**src/rtl/uart_pkg.sv**
```systemverilog
// ---------------------------------------------------------------------------
// uart_pkg
// Shared definitions for the UART receive path.
//   UART_WORD_W_DEFAULT : default data word length in bits
//   cnt_width(n)        : width of a counter that counts 0..n-1, never < 1
//   sipo_state_e        : deserializer FSM state encoding
// ---------------------------------------------------------------------------
package uart_pkg;

    localparam int UART_WORD_W_DEFAULT = 8;

    // max(1, $clog2(n)): a one-bit counter is still needed when n <= 2.
    function automatic int cnt_width(input int n);
        int w;
        w = $clog2(n);
        if (w < 1) begin
            w = 1;
        end
        return w;
    endfunction

    typedef enum logic {
        IDLE  = 1'b0,   // no bits of the current word received yet
        SHIFT = 1'b1    // 1..WIDTH-1 bits received
    } sipo_state_e;

endpackage

```
**src/rtl/sipo_hold_reg.sv**
```systemverilog
// ---------------------------------------------------------------------------
// sipo_hold_reg
// One-deep valid/ready holding register for completed deserializer words.
// A new word is accepted when the register is empty or is being consumed in
// the same cycle; otherwise it is dropped and a one-cycle overrun pulse is
// raised.
//
// Ports:
//   clk        in   clock, rising edge
//   reset_n    in   asynchronous active-low reset
//   load       in   a completed word is offered this cycle
//   load_data  in   WIDTH  the completed word
//   out_ready  in   consumer accepts out_data when out_valid && out_ready
//   out_data   out  WIDTH  held word
//   out_valid  out  register occupied
//   overrun    out  one-cycle pulse after an offered word was dropped
// ---------------------------------------------------------------------------
module sipo_hold_reg
    import uart_pkg::*;
#(
    parameter int WIDTH = UART_WORD_W_DEFAULT
) (
    input  logic             clk,
    input  logic             reset_n,
    input  logic             load,
    input  logic [WIDTH-1:0] load_data,
    input  logic             out_ready,
    output logic [WIDTH-1:0] out_data,
    output logic             out_valid,
    output logic             overrun
);

    logic [WIDTH-1:0] data_reg;
    logic [WIDTH-1:0] data_next;
    logic             valid_reg;
    logic             valid_next;
    logic             overrun_reg;
    logic             overrun_next;

    logic consume;
    logic accept;

    // A word being consumed frees the slot in the same cycle, so a completion
    // that coincides with a consume is accepted and out_valid never dips.
    assign consume = valid_reg && out_ready;
    assign accept  = load && (!valid_reg || out_ready);

    always_comb begin
        data_next    = data_reg;
        valid_next   = valid_reg;
        overrun_next = 1'b0;

        if (accept) begin
            data_next  = load_data;
            valid_next = 1'b1;
        end else if (consume) begin
            // out_data deliberately keeps its last value after a consume.
            valid_next = 1'b0;
        end

        if (load && !accept) begin
            overrun_next = 1'b1;
        end
    end

    always_ff @(posedge clk or negedge reset_n) begin
        if (!reset_n) begin
            data_reg    <= '0;
            valid_reg   <= 1'b0;
            overrun_reg <= 1'b0;
        end else begin
            data_reg    <= data_next;
            valid_reg   <= valid_next;
            overrun_reg <= overrun_next;
        end
    end

    assign out_data  = data_reg;
    assign out_valid = valid_reg;
    assign overrun   = overrun_reg;

endmodule

```
**src/rtl/sipo_deserializer.sv**
```systemverilog
// ---------------------------------------------------------------------------
// sipo_deserializer
// Serial-in/parallel-out deserializer with word framing. One bit is taken per
// shift_en strobe; every WIDTH bits form a word that is handed to a one-deep
// valid/ready holding register (sipo_hold_reg).
//
// Parameters:
//   WIDTH      word length, 2..32
//   LSB_FIRST  1: first bit lands in out_data[0]; 0: in out_data[WIDTH-1]
//
// Ports:
//   clk        in   clock, rising edge
//   reset_n    in   asynchronous active-low reset
//   clear      in   synchronous abort of the word in progress
//   shift_en   in   qualifies serial_in for one bit
//   serial_in  in   serial data bit
//   out_data   out  WIDTH  completed word in the holding register
//   out_valid  out  holding register occupied
//   out_ready  in   consumer handshake
//   busy       out  a word is partially assembled
//   bit_count  out  CNT_W  bits received in the current word
//   overrun    out  one-cycle pulse when a completed word was dropped
// ---------------------------------------------------------------------------
module sipo_deserializer
    import uart_pkg::*;
#(
    parameter  int WIDTH     = UART_WORD_W_DEFAULT,
    parameter  int LSB_FIRST = 1,
    localparam int CNT_W     = cnt_width(WIDTH)
) (
    input  logic             clk,
    input  logic             reset_n,
    input  logic             clear,
    input  logic             shift_en,
    input  logic             serial_in,
    output logic [WIDTH-1:0] out_data,
    output logic             out_valid,
    input  logic             out_ready,
    output logic             busy,
    output logic [CNT_W-1:0] bit_count,
    output logic             overrun
);

    // The shift register only ever holds WIDTH-1 bits: the WIDTH-th bit is
    // taken straight from serial_in and the full word goes to the hold reg.
    sipo_state_e      state_reg;
    sipo_state_e      state_next;
    logic [CNT_W-1:0] cnt_reg;
    logic [CNT_W-1:0] cnt_next;
    logic [WIDTH-2:0] shreg_reg;
    logic [WIDTH-2:0] shreg_next;

    logic [WIDTH-1:0] word_shift;   // shift register after taking serial_in
    logic [WIDTH-2:0] shreg_keep;   // the part of word_shift that stays
    logic             last_bit;
    logic             word_done;

    // -----------------------------------------------------------------------
    // Bit ordering
    // LSB first: shift right, new bit enters at the top; after WIDTH bits
    // the first bit has reached bit 0. MSB first: shift left, new bit at 0.
    // -----------------------------------------------------------------------
    generate
        if (LSB_FIRST != 0) begin : g_lsb_first
            assign word_shift[WIDTH-1] = serial_in;
            for (genvar gi = 0; gi < WIDTH - 1; gi++) begin : g_bit
                assign word_shift[gi] = shreg_reg[gi];
            end
            assign shreg_keep = word_shift[WIDTH-1:1];
        end else begin : g_msb_first
            assign word_shift[0] = serial_in;
            for (genvar gi = 1; gi < WIDTH; gi++) begin : g_bit
                assign word_shift[gi] = shreg_reg[gi-1];
            end
            assign shreg_keep = word_shift[WIDTH-2:0];
        end
    endgenerate

    assign last_bit = (cnt_reg == CNT_W'(WIDTH - 1));

    // -----------------------------------------------------------------------
    // FSM next-state, counter and shift register
    // -----------------------------------------------------------------------
    always_comb begin
        state_next = state_reg;
        cnt_next   = cnt_reg;
        shreg_next = shreg_reg;
        word_done  = 1'b0;

        if (clear) begin
            // clear wins over a coincident shift_en; that bit is lost.
            state_next = IDLE;
            cnt_next   = '0;
            shreg_next = '0;
        end else if (shift_en) begin
            shreg_next = shreg_keep;
            case (state_reg)
                IDLE: begin
                    // WIDTH >= 2, so the first bit never completes a word.
                    state_next = SHIFT;
                    cnt_next   = CNT_W'(1);
                end
                SHIFT: begin
                    if (last_bit) begin
                        state_next = IDLE;
                        cnt_next   = '0;
                        word_done  = 1'b1;
                    end else begin
                        cnt_next = cnt_reg + CNT_W'(1);
                    end
                end
                default: begin
                    state_next = IDLE;
                    cnt_next   = '0;
                end
            endcase
        end
    end

    always_ff @(posedge clk or negedge reset_n) begin
        if (!reset_n) begin
            state_reg <= IDLE;
            cnt_reg   <= '0;
            shreg_reg <= '0;
        end else begin
            state_reg <= state_next;
            cnt_reg   <= cnt_next;
            shreg_reg <= shreg_next;
        end
    end

    assign busy      = (state_reg == SHIFT);
    assign bit_count = cnt_reg;

    // -----------------------------------------------------------------------
    // Output holding register
    // -----------------------------------------------------------------------
    sipo_hold_reg #(
        .WIDTH (WIDTH)
    ) u_hold (
        .clk       (clk),
        .reset_n   (reset_n),
        .load      (word_done),
        .load_data (word_shift),
        .out_ready (out_ready),
        .out_data  (out_data),
        .out_valid (out_valid),
        .overrun   (overrun)
    );

endmodule
```
**config.mk**
```make
export PLATFORM = sky130hd
export DESIGN_NAME = sipo_deserializer
export DESIGN_NICKNAME = d
export VERILOG_FILES = /design/src/rtl/uart_pkg.sv /design/src/rtl/sipo_hold_reg.sv /design/src/rtl/sipo_deserializer.sv
export SDC_FILE = /design/constraint.sdc
export NUM_CORES = 1
export LEC_CHECK = 0
export ABC_AREA = 1
export BUFFER_PORTS_ARGS = -buffer_cell sky130_fd_sc_hd__buf_2
export CORE_UTILIZATION = 58
export CTS_BUF_LIST = sky130_fd_sc_hd__clkbuf_2
export DETAILED_ROUTE_END_ITERATION = 10
export PLACE_DENSITY = 0.85
export SYNTH_ARGS = -nofsm -noshare
export SYNTH_HDL_FRONTEND = slang
export SYNTH_SLANG_ARGS = --single-unit
```
**constraint.sdc**
```tcl
create_clock -name clk -period 2.7 [get_ports clk]
set_clock_uncertainty 0.1 [all_clocks]
set_input_delay 0.54 -clock clk [delete_from_list [all_inputs] [get_ports clk]]
set_output_delay 0.54 -clock clk [all_outputs]
set_load 0.01 [all_outputs]
```
Word-level counts from Yosys, hierarchy flattened
Cells that the tools add are included.
{ "word_totals": {"output_inout_bits": 14, "regBits": 21} }
{ "op_classes": {"bitwise": 1, "n_mux": 17, "reduce_logical": 8, "n_addsub": 1, "n_eq_ne": 1} }
{ "op_table": {"columns": ["cell", "n"], "rows": [
  ["7-bit 2-to-1 mux", 2],
  ["1-bit 2-to-1 mux", 10],
  ["3-bit 2-to-1 mux", 3],
  ["3-bit case mux with 2 select lines", 1],
  ["2-bit nonzero test", 2],
  ["3-bit by 1-bit adder with 3-bit output, second input constant", 1],
  ["3-bit equality test, second input constant", 1],
  ["1-bit logical AND", 3],
  ["1-bit logical NOT", 2],
  ["1-bit case mux with 2 select lines", 1],
  ["1-bit logical OR", 1],
  ["1-bit NOT", 1]
]} }

Logic depth before layout (Yosys ltp)
Gate-level depths: netlist of the first run.
{ "logic_depth": {"depth_word": 9, "depth_mapped": 7, "mapped_depth_nobuf": 7} }

Cells and area by module
Synthesis of the first run repeated with hierarchy kept, for this count alone.
{ "unflattened": {"hier_cells": 95, "area_unflattened_um2": 945.9} }
{ "by_module_without_submodules": {"columns": ["module", "cells_per_inst", "seq_area_each_um2", "area_per_inst_um2", "n_inst"], "rows": [
  ["sipo_deserializer", 53, 275.3, 486.7, 1],
  ["sipo_hold_reg", 42, 250.2, 459.2, 1]
]} }

Worst setup path before layout of the first run
No wires, ideal clock.
{ "synth_path": {"path_kind": "register -> register", "startpoint": "reg cnt_reg[0] (netlist: bit_count[0])", "endpoint": "reg u_hold.valid_reg (netlist: u_hold.out_valid)", "t_required_ps": 2479, "n_path_buf": 0, "setup_time_ps": 121, "arrival_time_ps": 1135, "path_stages_with_launch": 7, "period_less_slack_ps": 1357, "path_slack_ps": 1343, "cell_sequence": "dfrtp_1 -> ha_1 -> ha_1 -> nand2_4 -> inv_2 -> nand3_4 -> nand2_1"} }
{ "synth_between": {"elab_chain_len": 7, "word_cells_on_any_way": 8, "cone_classes": "1 x eq/ne; 5 x mux; 2 x reduce/logical"} }
{ "synth_rtl": {"columns": ["element", "line_no", "rtl"], "rows": [
  ["from (decl)", "sipo_deserializer.sv:48", "logic [CNT_W-1:0] cnt_reg;"],
  ["from (signal assigned)", "sipo_deserializer.sv:127", "cnt_reg <= cnt_next;"],
  ["3-bit equality test *", "sipo_deserializer.sv:79", "assign last_bit = (cnt_reg == CNT_W'(WIDTH - 1));"],
  ["1-bit 2-to-1 mux *", "sipo_deserializer.sv:104", "if (last_bit) begin"],
  ["1-bit 2-to-1 mux *", "sipo_deserializer.sv:97", "case (state_reg)"],
  ["1-bit 2-to-1 mux *", "sipo_deserializer.sv:95", "end else if (shift_en) begin"],
  ["1-bit 2-to-1 mux *", "sipo_deserializer.sv:90", "if (clear) begin"],
  ["1-bit logical AND *", "sipo_hold_reg.sv:46", "assign accept = load && (!valid_reg || out_ready);"],
  ["1-bit 2-to-1 mux or 2-bit nonzero test (tied branches)", null, null],
  ["to (signal assigned)", "sipo_hold_reg.sv:73", "valid_reg <= valid_next;"],
  ["to (decl)", "sipo_hold_reg.sv:35", "logic valid_reg;"]
]} }
Every way passes the cells marked *; elsewhere a longest branch is shown, timed or not.
A chain may end at the register's enable or synchronous reset.

Worst setup path in the final report of the first run
{ "layout_path": {"startpoint": "reg state_reg (netlist: busy)", "endpoint": "out busy"} }
{ "layout_lines": {"columns": ["element", "line_no", "rtl"], "rows": [
  ["from (decl)", "sipo_deserializer.sv:46", "sipo_state_e state_reg;"],
  ["from (signal assigned)", "sipo_deserializer.sv:126", "state_reg <= state_next;"],
  ["to (decl)", "sipo_deserializer.sv:39", "output logic busy,"]
]} }
No word-level cell between the ends.

==> results.md, run 1 <==
- Synthesis-stage register bit count: 21
- First-pass GRT wire length: 2320 um
- Finished Layout Cells: 125
- Clock Tree Buf Depth: 2
- Period minus WS final: 1.66 ns
- Initial Util: 65.8%
- Vias per cell: ~5.3
- Clk slew on worst S/H paths: roughly 0.2 ns
- Fin Setup TNS: 0 ns
- Die W: 41.4 um
- Status: finished clean
- Multiplexer share of the synthesized area: 0%
- NumNets Final: 119
- Total of warnings raised by yosys: 0
- Critical Path RT: ~2 ns
- Register area share after synthesis: 58.4%
- Arr. time, crit path: about 1 ns
- CTS Buf Count: 3
- Share of the synthesized area in the top cell type: 58.4%
- Hold_buf cts: 0
- Pre-Repair DR Iteration Count: 4
- Startpoint types: flop
- Crit path buf inv count: 1
- Root buffer cell: clkbuf_2
- Routability cong.: around 0.72
- Clock latency at the later pin of the worst-skew pair: ~0.33 ns
- Synth area leader: dfrtp_1
- Drt wl/cell: 12.6 um
- Cell count after synthesis: 88
- Final setup vio count: 0
- # fillers: 103
- Final instance area: 1030 sq um
- IR drop worst, VDD: approximately 0.44 mV
- MaxCap Viol Count: 0
- GR Layer Usage met3: 4.79%
- Post-CTS Resized: 0
- Logic pwr share: around 7.4%
- IO Pins: 20
- CTS tree: built
- Power per cell area: roughly 480 nW/um^2
- Simple-gate share of the synthesized area: 28.4%
- Register share of total power: between 60% and 70%
- Grt ovf: 0
- Synth Area in Adders: 2.78%
- Post-synthesis xor/xnor area fraction: 0%
- Syn_area_per_cell: around 10 sq um
- CP Max Fanout: 6
- CP cell instances: buf_2
- Crit path capture type: output pin
- Most frequent cells in the layout: nand2_1, dfrtp_1, buf_2, nand3_1, inv_1
- Top post-synthesis cells by area: dfrtp_1, nand2_1, nand3_1
- Placed instance area: 1010 sq um
- Layout cells sized above 1: about 28%
- Final hold violations: 0
- Mapped Nets: 96
- Height of the die: 41.4 um
- Slew @ Worst Pin: 0.449 ns
- Period utilization: 61.4%
- Total die area: 1710 sq um
- Row cnt: 13
- DRT iter0 DRCs: 11
- DRT antenna net count: 0
- Largest net degree at the start of global routing: 22
- Routing usage on met1: 26.0%
- Total power: between 0.4 and 0.5 mW
- Core area: 1370 sq um
- Most common cell after layout, fill and taps aside: nand2_1
- Max Slew Vio Count: 0
- Met2 usage: a little over a third
- Htree depth: 1
- Area Overhead vs Synth: 14.0%
- Antenna Cells: 0
- Post-DP HPWL: 1210 um
- Vias in the first global route: between 500 and 600
- Leakage: 0.618 nW
- Clock power frac: between 20% and 30%
- Post-synth cell types: 14
- Largest stage delay, worst path: 0.52 ns
- Drc violations: 0
- Buffers on Ports: 19
- Worst path top cell family by delay: flip-flops
- Tot GR Track Use: 22.0%
- Vias post-DR: approximately 660
- RSZ-0062 raised after global routing: no
- Placed cell count: between 100 and 150
- Slowest-stage cell, CP: dfrtp_1
- Largest register FFs: 8
- Tightest slew margin relative to the limit: a little over two thirds
- Internal power: 0.364 mW
- Largest family of logic cells by synthesized area: simple AND/OR/NAND/NOR gates
- Psw: 0.126 mW
- Final WL: approximately 1600 um
- Clock sink total: 21
- Max Fclk: 603 MHz
- Crit Path Category: reg -> out
- Min-Delay Path Class: in -> async
- Post-CTS Setup Repair Bufs: 0
- Synth Cell Area: 900 sq um
- Compound-Gate Fraction of Synth Area: 5.15%
- Busiest grt layer: met2
- Post-layout util: 75.1%
- Antenna violations before repair: 0
- Sw frac: between 20% and 30%
-- power groups by stage --
stage               sequential (mW)  clock [mW]  combinational (mW)
floorplan                     0.331           0              0.0165
global placement              0.330           0              0.0352
detailed placement            0.331           0              0.0367
CTS                           0.325       0.128              0.0368
global route                  0.326       0.141              0.0402
finish                        0.325       0.129              0.0360
-- cell type report --
| class | count | area (sq um) | area share [%] |
|---|---|---|---|
| clock buffers | 3 | 15.0 | 1.46 |
| flip-flops and latches | 21 | 526 | 51.2 |
| inverters | 10 | 40.0 | 3.90 |
| repair buffers | 19 | 95.1 | 9.27 |
| well taps | 15 | 18.8 | 1.83 |
| multi-input cells | 56 | 327 | 31.8 |
| clock inverters | 1 | 5.00 | 0.488 |
-- metrics by stage --
stage | hold WS, ns | worst slack (ns)
finish | 0.0128 | 1.04
global route | 0.0376 | 0.992
CTS | 0.0320 | 1.05
detailed placement | 0.354 | 1.24
global placement | 0.352 | 1.27
floorplan | 0.144 | 1.34
-- cells by family after synthesis --
| logic type | after synthesis |
|---|---|
| AOI/OAI and AO/OA | 8 |
| adders and majority gates | 2 |
| buffers and inverters | 11 |
| DFF | 21 |
| and+or+nand+nor | 46 |
-- synth_stat cells --
library cell	number
buf_4	1
nand2_1	24
inv_2	2
dfrtp_1	21
nand3_1	16
nand3_4	1
inv_1	7
nor3_1	1
nor2_8	2
o21ai_0	3
ha_1	2
o22ai_1	5
inv_4	1
nand2_4	2
-- final timing paths --
check / start / end / slack (ns) / depth (start not counted)
min reg2reg: u_hold.out_data[2] / u_hold.out_data[2] / 0.40 / 2
max: busy / busy / 1.04 / 1
max in group asynchronous: reset_n / bit_count[0] / 2.16 / 1
min: reset_n / u_hold.out_data[4] / 0.01 / 1
min in group clk: serial_in / shreg_reg[6] / 0.34 / 3
max reg2reg: bit_count[0] / u_hold.out_valid / 1.28 / 6
-- routing by layer --
layer,up-vias,part of all wire [%],routed length [um]
li1,334,-,-
met1,307,44,691
met2,18,49,772
met3,4,4.1,64
met4,0,2.7,42
met5,-,0,0
(Power assumes the default switching activity.)
==> inputs of run 2 (changes only) <==
CORE_UTILIZATION = 49   (was 58)
PLACE_DENSITY = 0.76   (was 0.85)
clock period = 1.4 ns   (was 2.7 ns; I/O delays follow)
==> run 2 against run 1 <==
Compared with the run above:
- setup slack worse by 1.0 ns
- critical path depth is 1 higher
- clock power is 90% higher
- design area is 6.7% higher
- critical path type unchanged
- critical endpoint is now bit_count[0]
- largest power group unchanged
==> results.md, run 2 (synthesis results as in run 1) <==
- Largest net degree at the start of global routing: 22
- Startpoint types: flop
- Tot GR Track Use: a little under a fifth
- Hold Startpoint: serial_in
- Crit path capture type: output pin
- WHS: 0.0855 ns
- Worst Setup SP: bit_count[0]
- Period minus WS final: 1.37 ns
- Arr. time, crit path: 0.99 ns
- Clock Tree Buf Depth: 2
- Htree depth: 1
- Critical Path RT: 1.02 ns
- Max Fclk: 729 MHz
- Row cnt: 15
- Status: finished clean
- Slew @ Worst Pin: 0.475 ns
- CP cell instances: buf_6 -> buf_6
- Period utilization: 97.9%
- Leakage: around 0.63 nW
- Max Slew Vio Count: 0
- Min-Delay Path Class: in -> reg
- Antenna Cells: 0
- CTS Buf Count: 3
- Vias in the first global route: approximately 590
- Setup ws final: roughly 0.029 ns
- CP Max Fanout: 3
- DRT antenna net count: 0
- Most frequent cells in the layout: nand2_1, dfrtp_1, buf_2, nand3_1, inv_1
- Routability cong.: 0.740
- IR drop worst, VDD: 0.602 mV
- Final instance area: between 1000 and 1500 sq um
- Drt wl/cell: ~12 um
- Clk slew on worst S/H paths: 0.18 ns
- Layout cells sized above 1: 33.3%
- Placed instance area: approximately 1000 sq um
- Post-DP HPWL: 1130 um
- Final setup vio count: 0
- MaxCap Viol Count: 0
- Crit Path Category: reg -> out
- Finished Layout Cells: about 140
- CTS tree: built
- Antenna violations before repair: 0
- IO Pins: 20
- Slowest-stage cell, CP: dfrtp_1
- Largest register FFs: 8
- Clock latency at the later pin of the worst-skew pair: roughly 0.32 ns
- Final WL: 1630 um
- Buffers on Ports: 19
- Most common cell after layout, fill and taps aside: nand2_1
- Initial Util: 52.1%
- Vias per cell: between 4 and 5
- R2R Path Start: bit_count[0]
- Total power: between 0.9 and 1 mW
- Drc violations: 0
- Die W: 44.8 um
- DRT iter0 DRCs: 10
- Power per cell area: 872 nW/um^2
- Core area: 1730 sq um
- First-pass GRT wire length: 2630 um
- NumNets Final: approximately 120
- Largest stage delay, worst path: between 0.4 and 0.5 ns
- Tightest slew margin relative to the limit: around two thirds
- RSZ-0062 raised after global routing: yes
- Dpl ws: around 0.026 ns
- Placed cell count: 132
- Area Overhead vs Synth: 21.7%
- Vias post-DR: 694
- Clock sink total: 21
- Root buffer cell: clkbuf_2
- Crit path top cell by count: buf_6
- Total die area: 2010 sq um
- Final hold violations: 0
- Pre-Repair DR Iteration Count: 4
- Height of the die: ~45 um
- Grt ovf: 0
## run 2: area by class of cell
cell class | instances | area, sq um
repair buffers | 22 | 130
clock buffers | 3 | 15.0
flip-flops and latches | 21 | 527
inverters | 10 | 42.5
clock inverters | 1 | 5.00
well taps | 25 | 31.3
fillers | 152 | 632
multi-input cells | 57 | 344
## run 2: worst max-delay path: cells and delay by family (launching register included)
kind	cells	cell delay, ns
buffers and inverters	2	0.24
DFF	1	0.44
## run 2: metrics by stage
stage / TNS (ns) / utilization (%)
2_1_floorplan: 0 / -
3_3_place_gp: 0 / 59.4
3_5_place_dp: 0 / 59.4
4_1_cts: 0 / 61.6
5_1_grt: -0.243 / 63.4
6_report: 0 / 63.4
## run 2: final timing paths
check	slack, ns	endpoint	depth (start not counted)
setup / recovery	0.03	bit_count[0]	2
hold / removal	0.09	shreg_reg[6]	3
setup reg to reg	0.04	u_hold.out_data[7]	7
hold reg to reg	0.39	u_hold.out_data[3]	2
max in group asynchronous	0.56	busy	2
min in group asynchronous	0.31	u_hold.out_data[6]	2
## run 2: layer usage
layer | GRT usage, % | vias to the layer above | share of wire, %
met3 | 3.60 | 4 | 3.2
li1 | - | 343 | -
met4 | 12.7 | 0 | 2.6
met1 | 26.1 | 329 | 48
met2 | 26.8 | 18 | 46
met5 | 0 | - | 0
## run 2: what timing repair did
action / CTS / global route
gates resized for setup: 2 / 5
gates cloned: 0 / 1
endpoints found under the hold margin: 21 / 0
pin swaps: 0 / 1
endpoints found under the setup margin: 3 / 11
hold buffers: 1 / 0
buffers inserted: 0 / 1
## run 2: power breakdown
part	internal (mW)	switching, mW	total (mW)
clock network	0.0647	0.180	0.245
registers	0.617	0.00653	0.624
logic	0.0326	0.0542	0.0867
